===== config.mk =====
export PLATFORM = sky130hd
export DESIGN_NAME = trap_ctrl
export DESIGN_NICKNAME = d
export VERILOG_FILES = /design/src/rtl/trap_ctrl.sv
export SDC_FILE = /design/constraint.sdc
export NUM_CORES = 1
export LEC_CHECK = 0
export BUFFER_PORTS_ARGS = -buffer_cell sky130_fd_sc_hd__buf_2
export CORE_AREA = 5 5 112 114
export CTS_BUF_LIST = sky130_fd_sc_hd__clkbuf_8 sky130_fd_sc_hd__clkbuf_16
export DETAILED_ROUTE_END_ITERATION = 8
export DIE_AREA = 0 0 117 119
export PLACE_DENSITY = 0.71
export RECOVER_POWER = 50
export REMOVE_ABC_BUFFERS = 1
export SYNTH_ARGS = -nofsm -noshare
export SYNTH_HDL_FRONTEND = slang
export SYNTH_SLANG_ARGS = --single-unit

===== constraint.sdc =====
create_clock -name clk -period 3.7 [get_ports clk]
set_clock_uncertainty 0.05 [all_clocks]
set_input_delay 1.11 -clock clk [delete_from_list [all_inputs] [get_ports clk]]
set_output_delay 1.11 -clock clk [all_outputs]
set_load 0.01 [all_outputs]

===== src/rtl/trap_ctrl.sv =====
`default_nettype none
// +----------------------------------------------------------------------------+
// | trap_ctrl : machine-mode trap entry / mret sequencer in front of csr_regfile |
// | rev 1.0                                                                      |
// +----------------------------------------------------------------------------+
module trap_ctrl #(
  parameter int DATA_W = 32,
  parameter bit IRQ_EN = 1'b1
) (
  input  logic              clk,
  input  logic              rst,
  input  logic              ex_csr_we_i,
  input  logic [11:0]       ex_csr_waddr_i,
  input  logic [DATA_W-1:0] ex_csr_wdata_i,
  input  logic              ex_valid_i,
  input  logic [DATA_W-1:0] ex_pc_i,
  input  logic              ex_ecall_i,
  input  logic              ex_ebreak_i,
  input  logic              ex_illegal_i,
  input  logic              ex_mret_i,
  input  logic              irq_timer_i,
  input  logic              irq_ext_i,
  input  logic [DATA_W-1:0] mstatus_i,
  input  logic [DATA_W-1:0] mie_i,
  input  logic [DATA_W-1:0] mtvec_i,
  input  logic [DATA_W-1:0] mepc_i,
  output logic              csr_we_o,
  output logic [11:0]       csr_waddr_o,
  output logic [DATA_W-1:0] csr_wdata_o,
  output logic              hold_o,
  output logic              jump_o,
  output logic [DATA_W-1:0] jump_addr_o,
  output logic              busy_o
);

  localparam logic [11:0] ADDR_MSTATUS = 12'h300;
  localparam logic [11:0] ADDR_MEPC    = 12'h341;
  localparam logic [11:0] ADDR_MCAUSE  = 12'h342;

  localparam int MIE_BIT  = 3;
  localparam int MPIE_BIT = 7;
  localparam int MTIE_BIT = 7;
  localparam int MEIE_BIT = 11;

  localparam logic [DATA_W-1:0] CAUSE_ILLEGAL = DATA_W'(2);
  localparam logic [DATA_W-1:0] CAUSE_EBREAK  = DATA_W'(3);
  localparam logic [DATA_W-1:0] CAUSE_ECALL   = DATA_W'(11);
  localparam logic [DATA_W-1:0] CAUSE_IRQ_EXT = {1'b1, {(DATA_W-5){1'b0}}, 4'hB};
  localparam logic [DATA_W-1:0] CAUSE_IRQ_TMR = {1'b1, {(DATA_W-5){1'b0}}, 4'h7};

  typedef enum logic [2:0] {
    IDLE      = 3'd0,
    T_MEPC    = 3'd1,
    T_MCAUSE  = 3'd2,
    T_MSTATUS = 3'd3,
    T_JUMP    = 3'd4,
    R_MSTATUS = 3'd5,
    R_JUMP    = 3'd6
  } state_e;

  state_e            state_q, state_d;
  logic [DATA_W-1:0] cause_q, cause_d;
  logic [DATA_W-1:0] epc_q, epc_d;

  logic              irq_ext_take;
  logic              irq_tmr_take;
  logic              evt;
  logic              evt_is_mret;
  logic [DATA_W-1:0] evt_cause;
  logic [DATA_W-1:0] mstatus_trap;
  logic [DATA_W-1:0] mstatus_ret;

  // Only a handful of mie/mtvec bits are meaningful here.
  logic unused_taps;
  assign unused_taps = ^{mie_i, mtvec_i[1:0]};

  // Event detection and cause selection, highest priority first.
  always_comb begin
    irq_ext_take = IRQ_EN && mstatus_i[MIE_BIT] && mie_i[MEIE_BIT] && irq_ext_i;
    irq_tmr_take = IRQ_EN && mstatus_i[MIE_BIT] && mie_i[MTIE_BIT] && irq_timer_i;
    evt          = 1'b1;
    evt_is_mret  = 1'b0;
    evt_cause    = '0;
    if (ex_valid_i && ex_illegal_i) begin
      evt_cause = CAUSE_ILLEGAL;
    end else if (ex_valid_i && ex_ebreak_i) begin
      evt_cause = CAUSE_EBREAK;
    end else if (ex_valid_i && ex_ecall_i) begin
      evt_cause = CAUSE_ECALL;
    end else if (ex_valid_i && ex_mret_i) begin
      evt_is_mret = 1'b1;
    end else if (irq_ext_take) begin
      evt_cause = CAUSE_IRQ_EXT;
    end else if (irq_tmr_take) begin
      evt_cause = CAUSE_IRQ_TMR;
    end else begin
      evt = 1'b0;
    end
  end

  always_comb begin
    mstatus_trap           = mstatus_i;
    mstatus_trap[MPIE_BIT] = mstatus_i[MIE_BIT];
    mstatus_trap[MIE_BIT]  = 1'b0;
    mstatus_ret            = mstatus_i;
    mstatus_ret[MIE_BIT]   = mstatus_i[MPIE_BIT];
    mstatus_ret[MPIE_BIT]  = 1'b1;
  end

  always_comb begin
    state_d     = state_q;
    cause_d     = cause_q;
    epc_d       = epc_q;
    csr_we_o    = 1'b0;
    csr_waddr_o = '0;
    csr_wdata_o = '0;
    hold_o      = 1'b1;
    jump_o      = 1'b0;
    jump_addr_o = '0;
    busy_o      = (state_q != IDLE);

    case (state_q)
      IDLE: begin
        if (evt) begin
          // The EX instruction is flushed, so its CSR write is dropped.
          epc_d   = ex_pc_i;
          cause_d = evt_cause;
          state_d = evt_is_mret ? R_MSTATUS : T_MEPC;
        end else begin
          hold_o      = 1'b0;
          csr_we_o    = ex_csr_we_i;
          csr_waddr_o = ex_csr_waddr_i;
          csr_wdata_o = ex_csr_wdata_i;
        end
      end
      T_MEPC: begin
        csr_we_o    = 1'b1;
        csr_waddr_o = ADDR_MEPC;
        csr_wdata_o = epc_q;
        state_d     = T_MCAUSE;
      end
      T_MCAUSE: begin
        csr_we_o    = 1'b1;
        csr_waddr_o = ADDR_MCAUSE;
        csr_wdata_o = cause_q;
        state_d     = T_MSTATUS;
      end
      T_MSTATUS: begin
        csr_we_o    = 1'b1;
        csr_waddr_o = ADDR_MSTATUS;
        csr_wdata_o = mstatus_trap;
        state_d     = T_JUMP;
      end
      T_JUMP: begin
        jump_o      = 1'b1;
        jump_addr_o = {mtvec_i[DATA_W-1:2], 2'b00};
        state_d     = IDLE;
      end
      R_MSTATUS: begin
        csr_we_o    = 1'b1;
        csr_waddr_o = ADDR_MSTATUS;
        csr_wdata_o = mstatus_ret;
        state_d     = R_JUMP;
      end
      R_JUMP: begin
        jump_o      = 1'b1;
        jump_addr_o = mepc_i;
        state_d     = IDLE;
      end
      default: begin
        state_d = IDLE;
      end
    endcase

    // Keep every output quiet while reset is held, even mid-sequence.
    if (rst) begin
      csr_we_o    = 1'b0;
      csr_waddr_o = '0;
      csr_wdata_o = '0;
      hold_o      = 1'b0;
      jump_o      = 1'b0;
      jump_addr_o = '0;
      busy_o      = 1'b0;
    end
  end

  always_ff @(posedge clk) begin
    if (rst) begin
      state_q <= IDLE;
      cause_q <= '0;
      epc_q   <= '0;
    end else begin
      state_q <= state_d;
      cause_q <= cause_d;
      epc_q   <= epc_d;
    end
  end

endmodule
`default_nettype wire

==> metrics.yaml <==
global_routing:
  grt_max_degree: 36
  grt-ovfl-total: 0
  grt_pass1_wl_um: 19200
  grt_antenna_before_repair: 3
  grt_pass1_vias: 3798
  grt_usage: 0.173
timing:
  finalHoldViolCount: 0
  fin_tns_setup_ps: 0
  worst_hold_slack_ps: 418
  drv_slew: 35
  min_period_over_period: 0.993
  worst_slew_pin_slew_ps: 1600
  setup_ws_ps: 24.5
  max_freq_mhz: 272
  fin_crit_ps: 3680
  rsz0062_at_grt: "true"
  timing.slew.headroom: -0.0699
  setup_violations: 0
layout:
  fin_area_sq_mm: 0.00474
  layout_commonest_cell: "buf_2"
  drive_gt1_frac: 0.507
  fin_cells: 790
  seqCellArea_sq_um: 801
  fill_cells: 1207
  multi_input_comb_area_sq_mm: 0.00205
  final_nets: 858
  area_delta_synth_final_pct: 54.4
  postLayoutCoreUtil: 0.419
  final_cell_mix: "253 x buf_2, 56 x a22oi_1, 40 x dfxtp_1, 39 x a21oi_1, 38 x nand3_1"
cts:
  cts-root-buf: "clkbuf_16"
  cts-hold-fix-buffers: 0
  cts_tree: "done"
  clock_latency_ps: 280
  htreeDepth: 2
  cts.sinks: 40
  clk_pin_slew_ps: 60
  clockBufferDepth: 2
  cts_made_buffers: 5
drt:
  num_vias: 4045
  wirelength_um: 13300
  drtAntennaViolNets: 0
  drt_iter0_drc: 215
  vias_per_cell: 5.12
  drc_errors: 0
  dr.pass1.iters: 4
  routedWlPerCell_um: 16.8
floorplanning:
  die_w_um: 117
  die_h_um: 119
  core-area_sq_mm: 0.0113
  pin_count: 294
  initial_utilization: 0.271
  dieArea_sq_mm: 0.0139
  num_rows: 39
synth:
  async_flop_share: 0
  ys_seq_area_frac: 0.261
  synth.top_cells.by_area: "dfxtp_1 26%, a22oi_1 14%, o2bb2ai_2 9.8%"
  yosysTopAreaCell: "dfxtp_1"
  synth_cell_type_count: 42
  synthCells: 393
  synth_top_area_frac: 0.261
  syn-cell-area_sq_mm: 0.00307
  synth-edff-count: 0
  synthFlopType: "dfxtp_1"
  ys_seq_elements: 40
  avgSynthCellArea_sq_um: 7.81
  yosys_warnings: 0
place:
  port_buffers: 261
  dpl.hpwl_um: 10400
  place_area_sq_mm: 0.00456
  post-place-ws_ps: -54.6
  place.gp.congestion: 0.814
  dp.cells: 779
power:
  ir_worst_vdd_mv: 0.172
  p_total_mw: 1.48
  p_leak_nw: 2.18
  powerDensity_mw_per_mm2: 312
worst_setup_path:
  endpoint_kind: "output pin"
  slowest_delay_ps: 450
  crit_type: "input pin to output pin"
  cp_cell_sequence: "buf_6, o41a_1, a211oi_2, and2_4, buf_12, a32o_1, buf_6"
  cpMostUsedCell: "buf_6"
  required_ps: 2540
  arrival_ps: 2520
  reg2reg_slack_ps: 1010
  crit_slowest_cell: "o41a_1"
  r2r_cells: 5
  r2r-end: "cause_q[1]"
  cp_max_fo: 21
  reg2reg_from: "state_q[1]"
  startpoint_type: "input pin"
outcome:
  violations: "max-capacitance violations, max-slew violations"
  status: "finished, violations left"
min_path:
  whs_path_depth: 2
  min_path_type: "flip-flop to flip-flop"
  worstHoldStart: "epc_q[31]"
  min_to: "epc_q[31]"
flow_run:
  cap_violations: 1
-- flip-flops by register name, indices dropped and copies added, names as in the netlist --
| signal | cells |
|---|---|
| state_q | 3 |
| epc_q | 32 |
| cause_q | 5 |
-- critical path, delay by kind of cell --
kind	cells	cell delay, ps
buf+inv	3	390
compound gates	3	800
simple gates	1	210
-- where the power goes --
part | internal [mW] | switching (mW) | leakage [nW]
clock network | 0.266 | 0.175 | 0.0766
registers | 0.476 | 0.0293 | 0.329
logic | 0.243 | 0.291 | 1.77
total | 0.985 | 0.495 | 2.18
-- logic make-up after synthesis --
logic type | Yosys count | share of synthesized area
compound gates | 189 | 0.464
simple gates | 111 | 0.178
buf+inv | 48 | 0.0791
flops | 40 | 0.261
mux | 4 | 0.0147
xor+xnor | 1 | 0.00285
-- synthesized netlist by cell type (2+ instances only) --
master and number:
mux2_2 4, and3_1 10, a21oi_1 39, nor3_1 3, buf_12 2, o31ai_1 2
clkbuf_1 23, nor2b_1 3, buf_2 17, o2bb2ai_2 20, inv_1 4, nor2_1 38
nand2_1 6, nand3_1 38, o21ai_0 23, o2bb2ai_1 11, nand2b_1 5, o21ai_1 11
a21o_1 4, a22o_1 7, and3b_1 2, a31oi_1 6, a22oi_1 56, nor2_2 2
dfxtp_1 40
-- area by class of cell --
cell class	count	share of cell area
diodes	2	0.00106
clock buffers	6	0.0293
clock inverters	2	0.00211
inverters	4	0.00317
multi-input cells	305	0.432
flip-flops and latches	40	0.169
well taps	143	0.0378
repair buffers	288	0.326
-- worst max-delay path by stage --
stage / depth (start not counted) / endpoint / start
2_1_floorplan: 4 / csr_waddr_o[0] / ex_mret_i
3_3_place_gp: 7 / csr_wdata_o[17] / ex_mret_i
3_5_place_dp: 7 / csr_wdata_o[7] / ex_mret_i
4_1_cts: 7 / csr_wdata_o[17] / ex_mret_i
5_1_grt: 7 / csr_wdata_o[3] / ex_mret_i
6_report: 7 / csr_wdata_o[7] / ex_mret_i
-- metal layers --
layer	track usage	vias to the layer above	share of wire
li1	-	2015	-
met1	0.189	1824	0.37
met2	0.329	184	0.52
met3	0.0390	20	0.092
met4	0.0430	2	0.020
met5	0	-	0.00053
-- timing repair --
| action | 4_1_cts | 5_1_grt |
|---|---|---|
| cloned | 0 | 0 |
| pin swaps | 2 | 2 |
| gates resized for setup | 4 | 5 |
| setup buffers | 0 | 1 |
| setup endpoints to repair | 38 | 38 |
(Power assumes the default switching activity.)
